[config.mk]
export PLATFORM = sky130hd
export DESIGN_NAME = muldiv_unit
export DESIGN_NICKNAME = d
export VERILOG_FILES = /design/src/rtl/muldiv_pkg.sv /design/src/rtl/muldiv_step.sv /design/src/rtl/muldiv_unit.sv
export SDC_FILE = /design/constraint.sdc
export NUM_CORES = 2
export LEC_CHECK = 0
export BUFFER_PORTS_ARGS = -buffer_cell sky130_fd_sc_hd__buf_4
export CAP_MARGIN = 20
export CORE_ASPECT_RATIO = 2
export CORE_UTILIZATION = 35
export DETAILED_ROUTE_END_ITERATION = 16
export HOLD_SLACK_MARGIN = 0.08
export PLACE_DENSITY = 0.51
export SETUP_SLACK_MARGIN = 0.3
export SLEW_MARGIN = 20
export SYNTH_ARGS = -nofsm -noshare
export SYNTH_HDL_FRONTEND = slang
export SYNTH_SLANG_ARGS = --single-unit
[constraint.sdc]
create_clock -name clk -period 5.8 [get_ports clk]
set_input_delay 1.45 -clock clk [delete_from_list [all_inputs] [get_ports clk]]
set_output_delay 1.45 -clock clk [all_outputs]
set_load 0.01 [all_outputs]
[src/rtl/muldiv_pkg.sv]
// rtl/muldiv_pkg.sv - shared op codes, FSM states and operand-signedness helpers
package muldiv_pkg;

  localparam int XLEN_DEFAULT = 64;

  localparam logic [2:0] OP_MUL    = 3'd0;
  localparam logic [2:0] OP_MULH   = 3'd1;
  localparam logic [2:0] OP_MULHSU = 3'd2;
  localparam logic [2:0] OP_MULHU  = 3'd3;
  localparam logic [2:0] OP_DIV    = 3'd4;
  localparam logic [2:0] OP_DIVU   = 3'd5;
  localparam logic [2:0] OP_REM    = 3'd6;
  localparam logic [2:0] OP_REMU   = 3'd7;

  typedef enum logic [1:0] {IDLE, CALC, FIX} state_t;

  function automatic logic is_div(input logic [2:0] op);
    return op[2];
  endfunction

  function automatic logic rs1_signed(input logic [2:0] op);
    return (op == OP_MUL) || (op == OP_MULH) || (op == OP_MULHSU) ||
           (op == OP_DIV) || (op == OP_REM);
  endfunction

  function automatic logic rs2_signed(input logic [2:0] op);
    return (op == OP_MUL) || (op == OP_MULH) || (op == OP_DIV) || (op == OP_REM);
  endfunction

endpackage

[src/rtl/muldiv_step.sv]
// rtl/muldiv_step.sv - one combinational shift-add multiply or restoring divide iteration
module muldiv_step #(
  parameter int XLEN = 64
) (
  input  logic            div,
  input  logic [XLEN-1:0] hi_in,
  input  logic [XLEN-1:0] lo_in,
  input  logic [XLEN-1:0] operand_b,
  output logic [XLEN-1:0] hi_out,
  output logic [XLEN-1:0] lo_out
);

  logic [XLEN:0] sum;
  logic [XLEN:0] shifted;
  logic [XLEN:0] diff;
  logic          fits;

  // Multiply: hi is the running partial product, lo the multiplier shifting out.
  // Divide: hi is the partial remainder, lo the dividend shifting into the quotient.
  always_comb begin
    sum     = {1'b0, hi_in} + (lo_in[0] ? {1'b0, operand_b} : '0);
    shifted = {hi_in, lo_in[XLEN-1]};
    diff    = shifted - {1'b0, operand_b};
    fits    = ~diff[XLEN];
    if (div) begin
      hi_out = fits ? diff[XLEN-1:0] : shifted[XLEN-1:0];
      lo_out = {lo_in[XLEN-2:0], fits};
    end else begin
      hi_out = sum[XLEN:1];
      lo_out = {sum[0], lo_in[XLEN-1:1]};
    end
  end

endmodule

[src/rtl/muldiv_unit.sv]
// rtl/muldiv_unit.sv - iterative RV64M multiply/divide unit, one bit per cycle
module muldiv_unit
  import muldiv_pkg::*;
#(
  parameter int XLEN  = XLEN_DEFAULT,
  parameter int CNT_W = 7
) (
  input  logic            clk,
  input  logic            reset,
  input  logic            start,
  input  logic [2:0]      funct3,
  input  logic [XLEN-1:0] rs1_data,
  input  logic [XLEN-1:0] rs2_data,
  input  logic [4:0]      rd_in,
  output logic            busy,
  output logic            done,
  output logic [XLEN-1:0] result,
  output logic [4:0]      rd_out
);

  state_t            state, state_next;
  logic [CNT_W-1:0]  cnt;
  logic [2:0]        op;
  logic [4:0]        rd_q;
  logic              neg_q, rem_neg, div0, ovf;
  logic [XLEN-1:0]   hi, lo, b_mag;
  logic [XLEN-1:0]   step_hi, step_lo;

  logic              a_neg, b_neg;
  logic [XLEN-1:0]   a_abs, b_abs;
  logic [2*XLEN-1:0] prod_fix;
  logic [XLEN-1:0]   quo_fix, rem_fix, fix_value;

  muldiv_step #(.XLEN(XLEN)) u_step (
    .div       (is_div(op)),
    .hi_in     (hi),
    .lo_in     (lo),
    .operand_b (b_mag),
    .hi_out    (step_hi),
    .lo_out    (step_lo)
  );

  always_comb begin
    a_neg = rs1_signed(funct3) & rs1_data[XLEN-1];
    b_neg = rs2_signed(funct3) & rs2_data[XLEN-1];
    a_abs = a_neg ? -rs1_data : rs1_data;
    b_abs = b_neg ? -rs2_data : rs2_data;
  end

  // A zero divisor leaves the dividend magnitude in hi, so REM by zero needs no override.
  always_comb begin
    prod_fix = neg_q ? -{hi, lo} : {hi, lo};
    quo_fix  = div0 ? '1 : ovf ? {1'b1, {(XLEN-1){1'b0}}} : (neg_q ? -lo : lo);
    rem_fix  = ovf ? '0 : (rem_neg ? -hi : hi);
    case (op)
      OP_MUL:           fix_value = prod_fix[XLEN-1:0];
      OP_DIV, OP_DIVU:  fix_value = quo_fix;
      OP_REM, OP_REMU:  fix_value = rem_fix;
      default:          fix_value = prod_fix[2*XLEN-1:XLEN];
    endcase
  end

  always_comb begin
    state_next = state;
    case (state)
      IDLE:    if (start) state_next = CALC;
      CALC:    if (cnt == '0) state_next = FIX;
      FIX:     state_next = IDLE;
      default: state_next = IDLE;
    endcase
  end

  assign busy = (state != IDLE);

  always_ff @(posedge clk) begin
    if (reset) begin
      state   <= IDLE;
      cnt     <= '0;
      op      <= OP_MUL;
      rd_q    <= '0;
      neg_q   <= 1'b0;
      rem_neg <= 1'b0;
      div0    <= 1'b0;
      ovf     <= 1'b0;
      hi      <= '0;
      lo      <= '0;
      b_mag   <= '0;
      done    <= 1'b0;
      result  <= '0;
      rd_out  <= '0;
    end else begin
      state <= state_next;
      done  <= 1'b0;
      case (state)
        IDLE: if (start) begin
          op      <= funct3;
          rd_q    <= rd_in;
          neg_q   <= a_neg ^ b_neg;
          rem_neg <= a_neg;
          div0    <= is_div(funct3) && (rs2_data == '0);
          ovf     <= is_div(funct3) && rs1_signed(funct3) &&
                     (rs1_data == {1'b1, {(XLEN-1){1'b0}}}) && (rs2_data == '1);
          hi      <= '0;
          lo      <= a_abs;
          b_mag   <= b_abs;
          cnt     <= CNT_W'(XLEN - 1);
        end
        CALC: begin
          hi <= step_hi;
          lo <= step_lo;
          if (cnt != '0) cnt <= cnt - 1'b1;
        end
        FIX: begin
          result <= fix_value;
          rd_out <= rd_q;
          done   <= 1'b1;
        end
        default: ;
      endcase
    end
  end

endmodule

Word-level counts from Yosys, hierarchy flattened --
Cells that the tools add are included.
Word-level totals: register bits after elaboration 283, bits in latches 0, memory bits (writable) 0, memory bits (read-only) 0, bits of input ports 139, output and inout port bits 71, memories 0
Operators by class: add/sub/neg operators 8, multipliers 0, div/mod/pow operators 0, order comparisons 0, eq/ne operators 15, shift-type cells 0, mux-type cells 24, bitwise operators 4, reductions and logical operators 24
Operators with widths (number):
- $mux W64 | 13
- $neg A64 Y64 | 4
- $pmux W64 S2 | 2
- $pmux W64 S3 | 1
- $eq A64 B64 Y1 const B | 2
- $mux W128 | 1
- $neg A128 Y128 | 1
- $add A64 B65 Y65 | 1
- $sub A65 B64 Y65 | 1
- $logic_not A64 Y1 | 1
- $eq A3 B3 Y1 const B | 6
- $mux W7 | 2
- $pmux W7 S2 | 1
- $logic_not A7 Y1 | 1
- $reduce_bool A7 Y1 | 1
- $sub A7 B1 Y7 const B | 1
- $logic_not A3 Y1 | 2
- $logic_or A1 B1 Y1 | 6
- $ne A2 B2 Y1 const B | 3
- $reduce_and A2 Y1 | 3
- $logic_and A1 B1 Y1 | 4
- $mux W2 | 2
- $pmux W2 S2 | 1
- $reduce_bool A2 Y1 | 2
- 11 further kinds | 13

Longest topological paths before layout --
word-level depth 9, depth in mapped cells 17, mapped depth without buffers 15

Cells and area by module --
From an unflattened synthesis, not the netlist that was laid out.
Second synthesis, totals: cell total of the unflattened synthesis 3986, area total of the unflattened synthesis 28720.0 sq um
By module, submodules not included:
- muldiv_unit | times used 1, cells each 2382, area each 18200.0 sq um
- muldiv_step | times used 1, cells each 1604, area each 10520.1 sq um

Worst setup path before layout --
Ideal clock, no wire load.
kind input to register, start point in rs1_data[14], end point reg lo[58], setup time 0.114 ns, arrival 4.335 ns, data required time 5.686 ns, path slack 1.351 ns, stages 11, path through or4_1 nor4_1 nor3b_1 nand2_1 nor4_1 and3_1 nand3_1 o31a_1 xor2_1 nor2_1 a2111oi_0
Between the ends: longest elaborated chain between the ends 4
RTL lines:
- start, declared | line muldiv_unit.sv:12 | input logic [XLEN-1:0] rs1_data,
- $neg A64 Y64 | line muldiv_unit.sv:46 | a_abs = a_neg ? -rs1_data : rs1_data;
- $mux W64 | line muldiv_unit.sv:46
- $mux W64 | line muldiv_unit.sv:95 | IDLE: if (start) begin
- $pmux W64 S2 | line muldiv_unit.sv:94 | case (state)
- end signal, assigned | line muldiv_unit.sv:104 | lo <= a_abs;
- end signal, assigned | line muldiv_unit.sv:110 | lo <= step_lo;
- end, declared | line muldiv_unit.sv:26 | logic [XLEN-1:0] hi, lo, b_mag;
No other way between the ends. The select of a mux whose other input is x is not followed. A chain may end at the register's enable or synchronous reset.

Worst setup path in the final report --
start point reg lo[63], end point reg lo[0]
Between the ends: longest elaborated chain between the ends 4
RTL lines:
- $sub A65 B64 Y65 | line muldiv_step.sv:23 | diff = shifted - {1'b0, operand_b};
- $not A1 Y1 | line muldiv_step.sv:24 | fits = ~diff[XLEN];
- $mux W64 | line muldiv_step.sv:25 | if (div) begin
- $pmux W64 S2 | line muldiv_unit.sv:94
No other way between the ends.

==> results.md <==
* Cell depth of the worst hold path at 2
* Htree depth at 1
* Worst Tran Pin Value at 1.12 ns
* Worst R2R Path Depth at 17
* Drt first pass iters at 8
* Filler-free cell count of the finished design at 4,932
* Worst setup EP type: register
* Setup tns final at 0 ns
* Antenna violations before repair at 1
* Critical path launch point: lo[63]
* PortBufs at 209
* Initial Util at 35.3%
* VDD IR max at 0.000158 V
* Primary FF master, synth: dfxtp_1
* Cts bufs inserted at 30
* Mapped Cells at 3,868
* Die height at 399 um
* LEAKAGE at 0.0122 uW
* CP max FO at 16
* # diodes at 0
* First-pass GRT wire length at 183,000 um
* RR Startpoint: lo[63]
* Postcts setup bufs at 0
* Post-synth top area cell: dfxtp_1
* Clk root buf: clkbuf_16
* Setup slack, reg-to-reg at 0.88 ns
* Hold buffer count at cts at 0
* Fin. Hold Viols at 0
* Post-synthesis register bit count at 283
* Clk sinks at 283
* Period utilisation layout at 84.8%
* Post-CTS Resized at 0
* Clock skew at 0.0415 ns
* I/O Pins at 210
* Final setup fails at 0
* DRC Markers at 0
* Core area at 0.0780 mm^2
* Reg2reg end: lo[0]
* Synth async-reset ratio at 0%
* Die X at 200 um
* Hold endpoint: rd_out[1]
* Clk pin slew, worst setup/hold paths at 0.07 ns
* Max clock buf depth at 3
* Crit path launch type: register
* Slew Limit Fails at 0
* YS warnings at 0
* Max cap viols at 0
* Rel. slew slack at 24.3%
* Synth-to-layout area growth at 12.6%
* Worst min path class: register to register
* Total number of vias at 29,307
* RSZ-0062 raised after global routing: false
* Synth area leaders: dfxtp_1, xor2_1, a21oi_1
* Nets at 4,155
* Hold wc startpoint: rd_q[1]
* Syn_area_per_cell at 7.12 um^2
* Final WL at 123,000 um
* GRT Total Usage at 29.9%
* Initial detailed-routing violation count at 1,764
* Most common library cells after synthesis: nor2_1, a21oi_1, nand2_1, o21ai_0, clkbuf_1
* Routability Congestion at 1.02
* Largest net degree at the start of global routing at 130
* Tmin final at 4.92 ns
* HPWL Detailed at 96,400 um
* Seq/Total Area, Yosys at 20.6%
* Syn nets at 4,144
* Synth top area share at 20.6%
* Post-route ant nets at 0
* FMAX at 203 MHz
* Status: complete, no violations
* Crit path required time at 6.35 ns
* FP Rows at 145
* Most frequent cell after synthesis: nor2_1
* Worst EP arrival at 5.47 ns
* DIE AREA at 0.0799 mm^2
* GRT overflow at 0
* Placed Cells at 4,876
* Via density at 5.94
* Clock latency on the worst-skew pair at 0.63 ns
* P per Cell Area at 230 mW/mm^2
* Post-synth EDFFs at 0
* CP Class: register to register
* Vias in the first global route at 29,097
* Synth Cell Area at 0.0275 mm^2
* Synth cell types at 76
* Wire per inst at 25.0 um
* Layout cell share with drive strength beyond 1 at 10.5%
* CTS tree: yes
-- cell type report --
cell class	count	area, um^2
sequential	283	5670
tap	1029	1290
timing repair buffer	292	2250
clock buffer	42	917
inverter	118	443
clock inverter	14	126
multi-input combinational	3154	20300
fill	8422	47000
-- layer usage --
metal	global-route usage (%)	wire length, um	up-vias
li1	-	-	14139
met1	30.9	45000	13815
met5	0	0	-
met2	56.3	63700	1011
met4	21.0	9400	0
met3	2.87	5310	342
-- registers in the layout (all words and copies together), names as in the netlist --
| register | count |
|---|---|
| done | 1 |
| neg_q | 1 |
| ovf | 1 |
| lo | 64 |
| div0 | 1 |
| cnt | 7 |
| result | 64 |
| op | 3 |
| rd_out | 5 |
| state | 2 |
| b_mag | 64 |
| rem_neg | 1 |
| hi | 64 |
| rd_q | 5 |
-- metrics by stage --
stage	hold WS (ns)	power (uW)	util (%)	instance area, um^2	setup slack, ns
2_1_floorplan	0.432	4050	-	27500	1.35
3_3_place_gp	0.439	5010	38.4	30000	0.615
3_5_place_dp	0.444	5000	38.4	30000	0.621
4_1_cts	0.455	7150	39.7	31000	1.01
5_1_grt	0.470	7490	39.8	31000	0.730
6_report	0.451	7130	39.8	31000	0.884
-- worst max-delay path, stage by stage, from the launching register on --
cell,delay (ns)
dfxtp_1,0.42
inv_1,0.26
ha_1,0.34
fa_1,0.38
nor2b_1,0.20
o2111ai_1,0.19
nand3_1,0.14
a221oi_1,0.08
buf_4,0.18
nand3b_1,0.41
a211oi_1,0.53
o21ai_0,0.34
xor2_4,0.26
buf_12,0.21
nor2_1,0.37
buf_4,0.24
a21oi_1,0.05
a211oi_1,0.23
-- logic make-up (layout without fill, tap and decap cells) --
family / after synthesis / in the layout / share of synthesized area, %
AO/OA/AOI/OAI: 1259 / 1259 / 29.3
XOR/XNOR: 407 / 407 / 12.9
adder cells (fa/ha/maj): 137 / 137 / 6.28
buffers and inverters: 431 / 466 / 5.95
flip-flops: 283 / 283 / 20.6
multiplexers: 78 / 78 / 2.87
AND/OR/NAND/NOR: 1273 / 1273 / 22.1
-- placed cells by master (no fill, tap or decap), types with 10 or more instances in the layout --
cell / Yosys / final
and2_1: 18 / 17
a21o_1: 69 / 69
a311oi_1: 16 / 16
o21bai_1: 26 / 26
nor2b_1: 28 / 26
xnor2_1: 187 / 187
xor2_1: 220 / 219
and3_1: 24 / 24
a21oi_1: 350 / 350
a2111oi_0: 16 / 16
a32o_1: 14 / 14
a22oi_1: 35 / 35
o41ai_1: 22 / 22
o22ai_1: 19 / 19
a211oi_1: 162 / 162
o21a_1: 12 / 12
dfxtp_1: 283 / 280
nand3_1: 48 / 48
nor2_1: 408 / 401
nand2b_1: 27 / 27
nand2_1: 320 / 318
o211ai_1: 24 / 24
o31ai_1: 55 / 55
nand4_1: 61 / 61
mux2i_1: 71 / 71
ha_1: 135 / 135
buf_4: 0 / 287
clkbuf_16: 0 / 31
a221o_1: 13 / 13
clkbuf_8: 0 / 10
o221ai_1: 46 / 46
o21ai_0: 294 / 293
a31oi_1: 21 / 21
or2_2: 16 / 16
nor4_1: 38 / 38
inv_1: 117 / 117
a221oi_1: 14 / 14
or4_1: 45 / 45
nor3_1: 132 / 132
or3_1: 65 / 65
-- where the power goes --
group	internal (uW)	switching [uW]
clock network	1160	959
logic	959	1750
registers	2080	226
total	4200	2930
-- how the worst max path moves through the flow --
stage	end	slack, ns	cells after the start
global placement	b_mag[61]	0.61	12
detailed placement	b_mag[61]	0.62	12
finish	lo[0]	0.88	17
global route	lo[0]	0.73	17
floorplan	lo[58]	1.35	11
CTS	lo[0]	1.01	17
(Power assumes the default switching activity.)
